**config.mk**
```make
export PLATFORM = sky130hd
export DESIGN_NAME = demux1x2_stream_flat
export DESIGN_NICKNAME = d
export VERILOG_FILES = /design/src/rtl/demux1x2_stream_pkg.sv /design/src/rtl/demux1x2_stream_if.sv /design/src/rtl/demux_lane_fifo.sv /design/src/rtl/demux1x2_stream.sv /design/src/flat_wrapper.sv
export SDC_FILE = /design/constraint.sdc
export NUM_CORES = 1
export LEC_CHECK = 0
export BUFFER_PORTS_ARGS = -buffer_cell sky130_fd_sc_hd__clkbuf_2
export CAP_MARGIN = 15
export CORE_ASPECT_RATIO = 1.1
export CORE_MARGIN = 2
export CORE_UTILIZATION = 56
export CTS_CLUSTER_SIZE = 12
export DETAILED_ROUTE_END_ITERATION = 10
export PLACE_DENSITY = 0.8
export SYNTH_ARGS = -nofsm -noshare
export SYNTH_HDL_FRONTEND = slang
export SYNTH_SLANG_ARGS = --single-unit
```
**constraint.sdc**
```tcl
create_clock -name Clk -period 1.71 [get_ports Clk]
set_input_delay 0.342 -clock Clk [delete_from_list [all_inputs] [get_ports Clk]]
set_output_delay 0.342 -clock Clk [all_outputs]
set_load 0.02 [all_outputs]
```
**src/rtl/demux1x2_stream_pkg.sv**
```systemverilog
// Shared definitions for the 1-to-2 stream demultiplexer.
//   DEMUX_LANE_DEPTH : entries per lane FIFO
//   LANE_A / LANE_B  : in_sel encodings for the two destination lanes
//   lane_cnt_t       : per-lane occupancy count (0..DEMUX_LANE_DEPTH)
//   lane_full()      : occupancy-to-full helper shared by FIFO and top
package demux1x2_stream_pkg;

  localparam int DEMUX_LANE_DEPTH = 2;

  localparam logic LANE_A = 1'b0;
  localparam logic LANE_B = 1'b1;

  typedef logic [1:0] lane_cnt_t;

  function automatic logic lane_full(input lane_cnt_t cnt);
    return (cnt == lane_cnt_t'(DEMUX_LANE_DEPTH));
  endfunction

endpackage

```
**src/rtl/demux1x2_stream_if.sv**
```systemverilog
// Bundle of all stream signals around the demultiplexer.
//   in_*     : shared producer stream (valid/ready/data + per-word select)
//   a_*, b_* : the two consumer lanes (valid/ready/data)
//   a_count, b_count : lane occupancy, exported for observation only
// Handshake rule for every stream here: a word transfers on a rising clock edge
// where valid & ready are both 1; once valid is raised, the source keeps valid,
// data (and in_sel) unchanged until that transfer happens.
// modport slave  : the demultiplexer
// modport master : the environment (producer + both consumers)
interface demux1x2_stream_if
  import demux1x2_stream_pkg::*;
#(
  parameter int DATAWIDTH = 64
);

  logic                 in_valid;
  logic                 in_ready;
  logic [DATAWIDTH-1:0] in_data;
  logic                 in_sel;

  logic                 a_valid;
  logic                 a_ready;
  logic [DATAWIDTH-1:0] a_data;

  logic                 b_valid;
  logic                 b_ready;
  logic [DATAWIDTH-1:0] b_data;

  lane_cnt_t            a_count;
  lane_cnt_t            b_count;

  modport slave (
    input  in_valid, in_data, in_sel, a_ready, b_ready,
    output in_ready, a_valid, a_data, b_valid, b_data, a_count, b_count
  );

  modport master (
    output in_valid, in_data, in_sel, a_ready, b_ready,
    input  in_ready, a_valid, a_data, b_valid, b_data, a_count, b_count
  );

endinterface

```
**src/rtl/demux_lane_fifo.sv**
```systemverilog
// Two-entry FIFO used as the buffer of one demultiplexer lane.
//   Clk, Rst    : clock, synchronous active-high reset (flushes all contents)
//   push, din   : write din at the tail (ignored when full)
//   full        : count == 2
//   pop, dout   : remove the head; dout is always the head entry
//   empty       : count == 0
//   count       : current occupancy
// Storage is indexed by 1-bit read/write pointers that wrap 1 -> 0; the 2-bit
// count disambiguates full from empty when the pointers are equal.
module demux_lane_fifo
  import demux1x2_stream_pkg::*;
#(
  parameter int DATAWIDTH = 64
) (
  input  logic                 Clk,
  input  logic                 Rst,
  input  logic                 push,
  input  logic [DATAWIDTH-1:0] din,
  output logic                 full,
  input  logic                 pop,
  output logic [DATAWIDTH-1:0] dout,
  output logic                 empty,
  output lane_cnt_t            count
);

  logic [DATAWIDTH-1:0] mem_q [DEMUX_LANE_DEPTH];
  logic [DATAWIDTH-1:0] mem_d [DEMUX_LANE_DEPTH];
  logic                 wr_ptr_q, wr_ptr_d;
  logic                 rd_ptr_q, rd_ptr_d;
  lane_cnt_t            count_q, count_d;

  logic do_push;
  logic do_pop;

  assign full  = lane_full(count_q);
  assign empty = (count_q == '0);
  assign dout  = mem_q[rd_ptr_q];
  assign count = count_q;

  always_comb begin
    mem_d    = mem_q;
    wr_ptr_d = wr_ptr_q;
    rd_ptr_d = rd_ptr_q;
    count_d  = count_q;

    // A full FIFO refuses a push even if it pops this cycle; the top never
    // offers one, this just keeps the storage safe.
    do_push = push && !full;
    do_pop  = pop && !empty;

    if (do_push) begin
      mem_d[wr_ptr_q] = din;
      wr_ptr_d        = ~wr_ptr_q;
    end
    if (do_pop) begin
      rd_ptr_d = ~rd_ptr_q;
    end

    // Push and pop together leave the count unchanged: the new word lands
    // behind the head while the head advances.
    case ({do_push, do_pop})
      2'b10:   count_d = count_q + 2'd1;
      2'b01:   count_d = count_q - 2'd1;
      default: count_d = count_q;
    endcase
  end

  always_ff @(posedge Clk) begin
    if (Rst) begin
      // Storage is cleared too so the lane data outputs read zero after reset.
      for (int i = 0; i < DEMUX_LANE_DEPTH; i++) begin
        mem_q[i] <= '0;
      end
      wr_ptr_q <= 1'b0;
      rd_ptr_q <= 1'b0;
      count_q  <= '0;
    end else begin
      mem_q    <= mem_d;
      wr_ptr_q <= wr_ptr_d;
      rd_ptr_q <= rd_ptr_d;
      count_q  <= count_d;
    end
  end

endmodule

```
**src/rtl/demux1x2_stream.sv**
```systemverilog
// 1-to-2 registered stream demultiplexer.
//   Clk, Rst : clock, synchronous active-high reset
//   bus      : slave side of demux1x2_stream_if
//              in_valid/in_ready/in_data/in_sel -> steered by in_sel
//              a_valid/a_ready/a_data            <- lane A (in_sel = 0)
//              b_valid/b_ready/b_data            <- lane B (in_sel = 1)
//              a_count/b_count                   <- lane occupancies
// Each lane owns a 2-entry FIFO, so a word accepted on one edge is visible on
// its lane right after that edge, and a stalled lane never loses data.
// in_ready depends only on in_sel and the registered lane counts; consumer
// readies never reach it combinationally. A word for a full lane therefore
// blocks every later word, including words for the other lane.
module demux1x2_stream
  import demux1x2_stream_pkg::*;
#(
  parameter int DATAWIDTH = 64
) (
  input  logic                     Clk,
  input  logic                     Rst,
  demux1x2_stream_if.slave         bus
);

  logic      a_full, a_empty, push_a, pop_a;
  logic      b_full, b_empty, push_b, pop_b;
  lane_cnt_t a_cnt, b_cnt;
  logic      accept;

  // Readiness is judged for the selected lane only, before any pop this cycle.
  assign bus.in_ready = (bus.in_sel == LANE_A) ? !a_full : !b_full;
  assign accept       = bus.in_valid && bus.in_ready;

  assign push_a = accept && (bus.in_sel == LANE_A);
  assign push_b = accept && (bus.in_sel == LANE_B);

  assign pop_a = bus.a_valid && bus.a_ready;
  assign pop_b = bus.b_valid && bus.b_ready;

  assign bus.a_valid = !a_empty;
  assign bus.b_valid = !b_empty;
  assign bus.a_count = a_cnt;
  assign bus.b_count = b_cnt;

  demux_lane_fifo #(.DATAWIDTH(DATAWIDTH)) u_lane_a (
    .Clk   (Clk),
    .Rst   (Rst),
    .push  (push_a),
    .din   (bus.in_data),
    .full  (a_full),
    .pop   (pop_a),
    .dout  (bus.a_data),
    .empty (a_empty),
    .count (a_cnt)
  );

  demux_lane_fifo #(.DATAWIDTH(DATAWIDTH)) u_lane_b (
    .Clk   (Clk),
    .Rst   (Rst),
    .push  (push_b),
    .din   (bus.in_data),
    .full  (b_full),
    .pop   (pop_b),
    .dout  (bus.b_data),
    .empty (b_empty),
    .count (b_cnt)
  );

endmodule
```
**src/flat_wrapper.sv**
```systemverilog
// flat-port wrapper written by rule: the top's interface ports become plain ports
module demux1x2_stream_flat import demux1x2_stream_pkg::*;
#(
  parameter int DATAWIDTH = 64
)
  (Clk, Rst, bus_in_valid, bus_in_data, bus_in_sel, bus_a_ready, bus_b_ready, bus_in_ready, bus_a_valid, bus_a_data, bus_b_valid, bus_b_data, bus_a_count, bus_b_count);
  demux1x2_stream_if #(.DATAWIDTH(DATAWIDTH)) bus_i ();
  input  logic Clk;
  input  logic Rst;
  input wire logic [$bits(bus_i.in_valid)-1:0] bus_in_valid;
  input wire logic [$bits(bus_i.in_data)-1:0] bus_in_data;
  input wire logic [$bits(bus_i.in_sel)-1:0] bus_in_sel;
  input wire logic [$bits(bus_i.a_ready)-1:0] bus_a_ready;
  input wire logic [$bits(bus_i.b_ready)-1:0] bus_b_ready;
  output wire logic [$bits(bus_i.in_ready)-1:0] bus_in_ready;
  output wire logic [$bits(bus_i.a_valid)-1:0] bus_a_valid;
  output wire logic [$bits(bus_i.a_data)-1:0] bus_a_data;
  output wire logic [$bits(bus_i.b_valid)-1:0] bus_b_valid;
  output wire logic [$bits(bus_i.b_data)-1:0] bus_b_data;
  output wire logic [$bits(bus_i.a_count)-1:0] bus_a_count;
  output wire logic [$bits(bus_i.b_count)-1:0] bus_b_count;
  assign bus_i.in_valid = bus_in_valid;
  assign bus_i.in_data = bus_in_data;
  assign bus_i.in_sel = bus_in_sel;
  assign bus_i.a_ready = bus_a_ready;
  assign bus_i.b_ready = bus_b_ready;
  assign bus_in_ready = bus_i.in_ready;
  assign bus_a_valid = bus_i.a_valid;
  assign bus_a_data = bus_i.a_data;
  assign bus_b_valid = bus_i.b_valid;
  assign bus_b_data = bus_i.b_data;
  assign bus_a_count = bus_i.a_count;
  assign bus_b_count = bus_i.b_count;
  demux1x2_stream #(.DATAWIDTH(DATAWIDTH)) u_core (.Clk(Clk), .Rst(Rst), .bus(bus_i));
endmodule
```
==> impl_metrics.yaml <==
outcome:
  status: "finished, violations left"
  violations: "setup timing"
power_and_ir_drop:
  power_leakage_nw: 7.195
  ir_drop_v: 0.0008368
  switching_share_pct: 29.18
  p_int_w: 0.01259
  total_power_w: 0.01777
  power_frac_seq_pct: 38.3
  p_clk_share_pct: 30.2
  combPwrFrac_pct: 31.4
  p_sw_w: 0.005185
  powerDensity_nw_per_um2: 1163
logic_synthesis:
  syn_area_um2: 11960
  synth_area_leaders: "dfxtp_1, mux2i_1, nand2b_1, mux2_2, clkbuf_1"
  syn_inst: 1089
  synth_enable_flop_cells: 0
  yosysTopAreaCell: "dfxtp_1"
  synthArstFlopShare_pct: 0
  avgSynthCellArea_um2: 10.99
  ys_types: 25
  yosys_warnings: 0
  netlist.area_leader.share_pct: 44.18
  ys_seq_area_share_pct: 44.18
  syn_nets: 1161
  ys_seq_elements: 264
  synthFlopType: "dfxtp_1"
routing:
  wire_per_inst_um: 18.05
  drt-total-wl_um: 29010
  drc: 0
  via_count: 8428
  ant_nets: 0
  drt_iter0_markers: 309
  vias_per_cell: 5.245
  dr.pass1.iters: 4
floorplanning:
  io-pin-count: 205
  die_height_um: 157.3
  die_w_um: 143.4
  start_util_pct: 56.53
  core_um2: 21160
  dieArea_um2: 22550
  num_rows: 56
critical_path:
  reg2reg_depth: 7
  critPathCaptureType: "primary output"
  cp.required_ps: 1370
  crit_path_max_fanout: 8
  start_kind: "register"
  crit_type: "reg -> out"
  worstPathArrival_ps: 1690
layout:
  drive_above_1_share_pct: 33.59
  layout_common_cells: "nand2b_1, dfxtp_1, mux2i_1"
  fin_nets: 1375
  syn2layout_area_growth_pct: 27.75
  final_common_cell: "nand2b_1"
sta:
  hold_viol_final: 0
  holdWs_ps: 161.1
  fmax_ghz: 0.4910
  setup_viol: 128
  rsz0062_at_grt: "true"
  post-route-period-util_pct: 119.1
  max_slew.worst_pin.slew_ps: 406.5
  slew_violations: 0
  skew_ps: 11.26
  layout_min_cycle_time_ps: 2037
  setup_ws_ps: -326.7
  maxSlewHeadroom_pct: 72.90
hold_path:
  hold_path.class: "in -> reg"
  hold-path-cell-count: 3
placement:
  numPortBuffers: 204
  dp_hpwl_um: 16920
  gp_congestion: 0.7480
clock_tree:
  path_clk_slew_ps: 60
  clk_path_buf_depth: 3
  clk_latency_ps: 520
  htreeDepth: 1
  cts_root_buf: "clkbuf_16"
  cts.sinks: 264
  cts_tree: "yes"
  cts_made_buffers: 27
  cts_hold_buf: 0
grt:
  grt_first_pass_wirelength_um: 41460
  track_usage_pct: 22.58
  grt_max_degree: 77
  first_global_vias: 8290
  grt-ovfl-total: 0
  antenna_found_initial: 1
flow_run:
  cap_violations: 0
==> final cells by class <==
type                            instances  area [um2]
Sequential cell                       264        5300
Multi-Input combinational cell        744        6466
Clock buffer                           40       774.5
Timing Repair Buffer                  264        2359
Fill cell                            1509        5878
Antenna cell                            1       2.502
Tap cell                              290       362.8
Clock inverter                          2       10.01
Inverter                                2       7.507
==> timing repair <==
action | in CTS | in global routing
resized for setup | 21 | 289
buffers inserted | 6 | 12
pin swaps | 1 | 3
setup endpoints to repair | 131 | 148
gates cloned | 0 | 12
==> per-layer routing <==
metal	share of wire, %	up-vias	GRT usage [%]
met5	0	-	0
met4	1.7	0	5.836
met3	5.0	35	3.772
met2	50	212	38.78
met1	44	4091	29.58
li1	-	4090	-
==> sequential cells by signal, indices dropped and copies added, names as in the netlist <==
signal and count:
u_core.u_lane_a.mem_q 128, u_core.u_lane_a.rd_ptr_q 1, u_core.u_lane_b.wr_ptr_q 1, u_core.u_lane_b.rd_ptr_q 1, u_core.u_lane_b.mem_q 128, u_core.u_lane_a.count 2, u_core.u_lane_a.wr_ptr_q 1, u_core.u_lane_b.count 2
==> cell families (layout without fill, tap and decap cells) <==
family                   after synthesis  after routing  share of synthesized area, %
AO/OA/AOI/OAI                         11             11                        0.5333
XOR/XNOR                               6              6                        0.4393
multiplexers                         384            384                         33.47
buffers and inverters                 81            308                         3.441
AND/OR/NAND/NOR                      341            341                         17.73
flip-flops                           264            264                         44.18
adder cells (fa/ha/maj)                2              2                        0.2091
other                                  0              1                             0
==> stage by stage <==
stage	utilization (%)	setup TNS, ps	cell area (um2)	cells	setup WS, ps
after CTS	67.67	-37810	14320	1582	-327.4
after global placement	63.40	0	13420	1534	159.8
after global routing	72.21	-43170	15280	1606	-372.2
after floorplan	-	0	11960	1089	50.47
after detailed placement	63.40	0	13420	1534	103.5
final	72.22	-37180	15280	1607	-326.7
==> synth_stat cells, types with 2 or more instances <==
| cell | count |
|---|---|
| mux2_2 | 128 |
| clkbuf_1 | 40 |
| dfxtp_1 | 264 |
| o21a_1 | 2 |
| or3_1 | 3 |
| buf_6 | 5 |
| nor2_1 | 5 |
| o21ai_0 | 3 |
| xnor2_1 | 4 |
| nand4_1 | 3 |
| buf_2 | 23 |
| nand2b_1 | 322 |
| inv_1 | 2 |
| or2_2 | 2 |
| buf_4 | 11 |
| a21oi_1 | 5 |
| ha_1 | 2 |
| nand3_1 | 2 |
| mux2i_1 | 256 |
| xor2_1 | 2 |
==> power by group through the flow <==
stage	registers, W	logic [W]	clock network [W]
after floorplan	0.00690	0.00271	0
after global placement	0.00692	0.00396	0
after detailed placement	0.00695	0.00399	0
after CTS	0.00683	0.00427	0.00546
after global routing	0.00685	0.00585	0.00572
final	0.00681	0.00558	0.00537
==> path summary, 6_finish.rpt <==
kind                                                   to                 startpoint  slack (ps)
worst max-delay path                       bus_a_data[56]   u_core.u_lane_a.rd_ptr_q        -330
worst min-delay path            u_core.u_lane_a.mem_q[93]            bus_in_data[29]         160
worst max register to register   u_core.u_lane_a.count[1]   u_core.u_lane_a.count[1]          20
worst min register to register  u_core.u_lane_b.mem_q[60]  u_core.u_lane_b.mem_q[60]         470
==> critical path, cell delays in order (launching register included) <==
cell and delay, ps:
dfxtp_4 380, buf_8 140, clkbuf_16 170, mux2_2 350
buf_6 130
No activity file was read; power rests on OpenSTA's default activity.
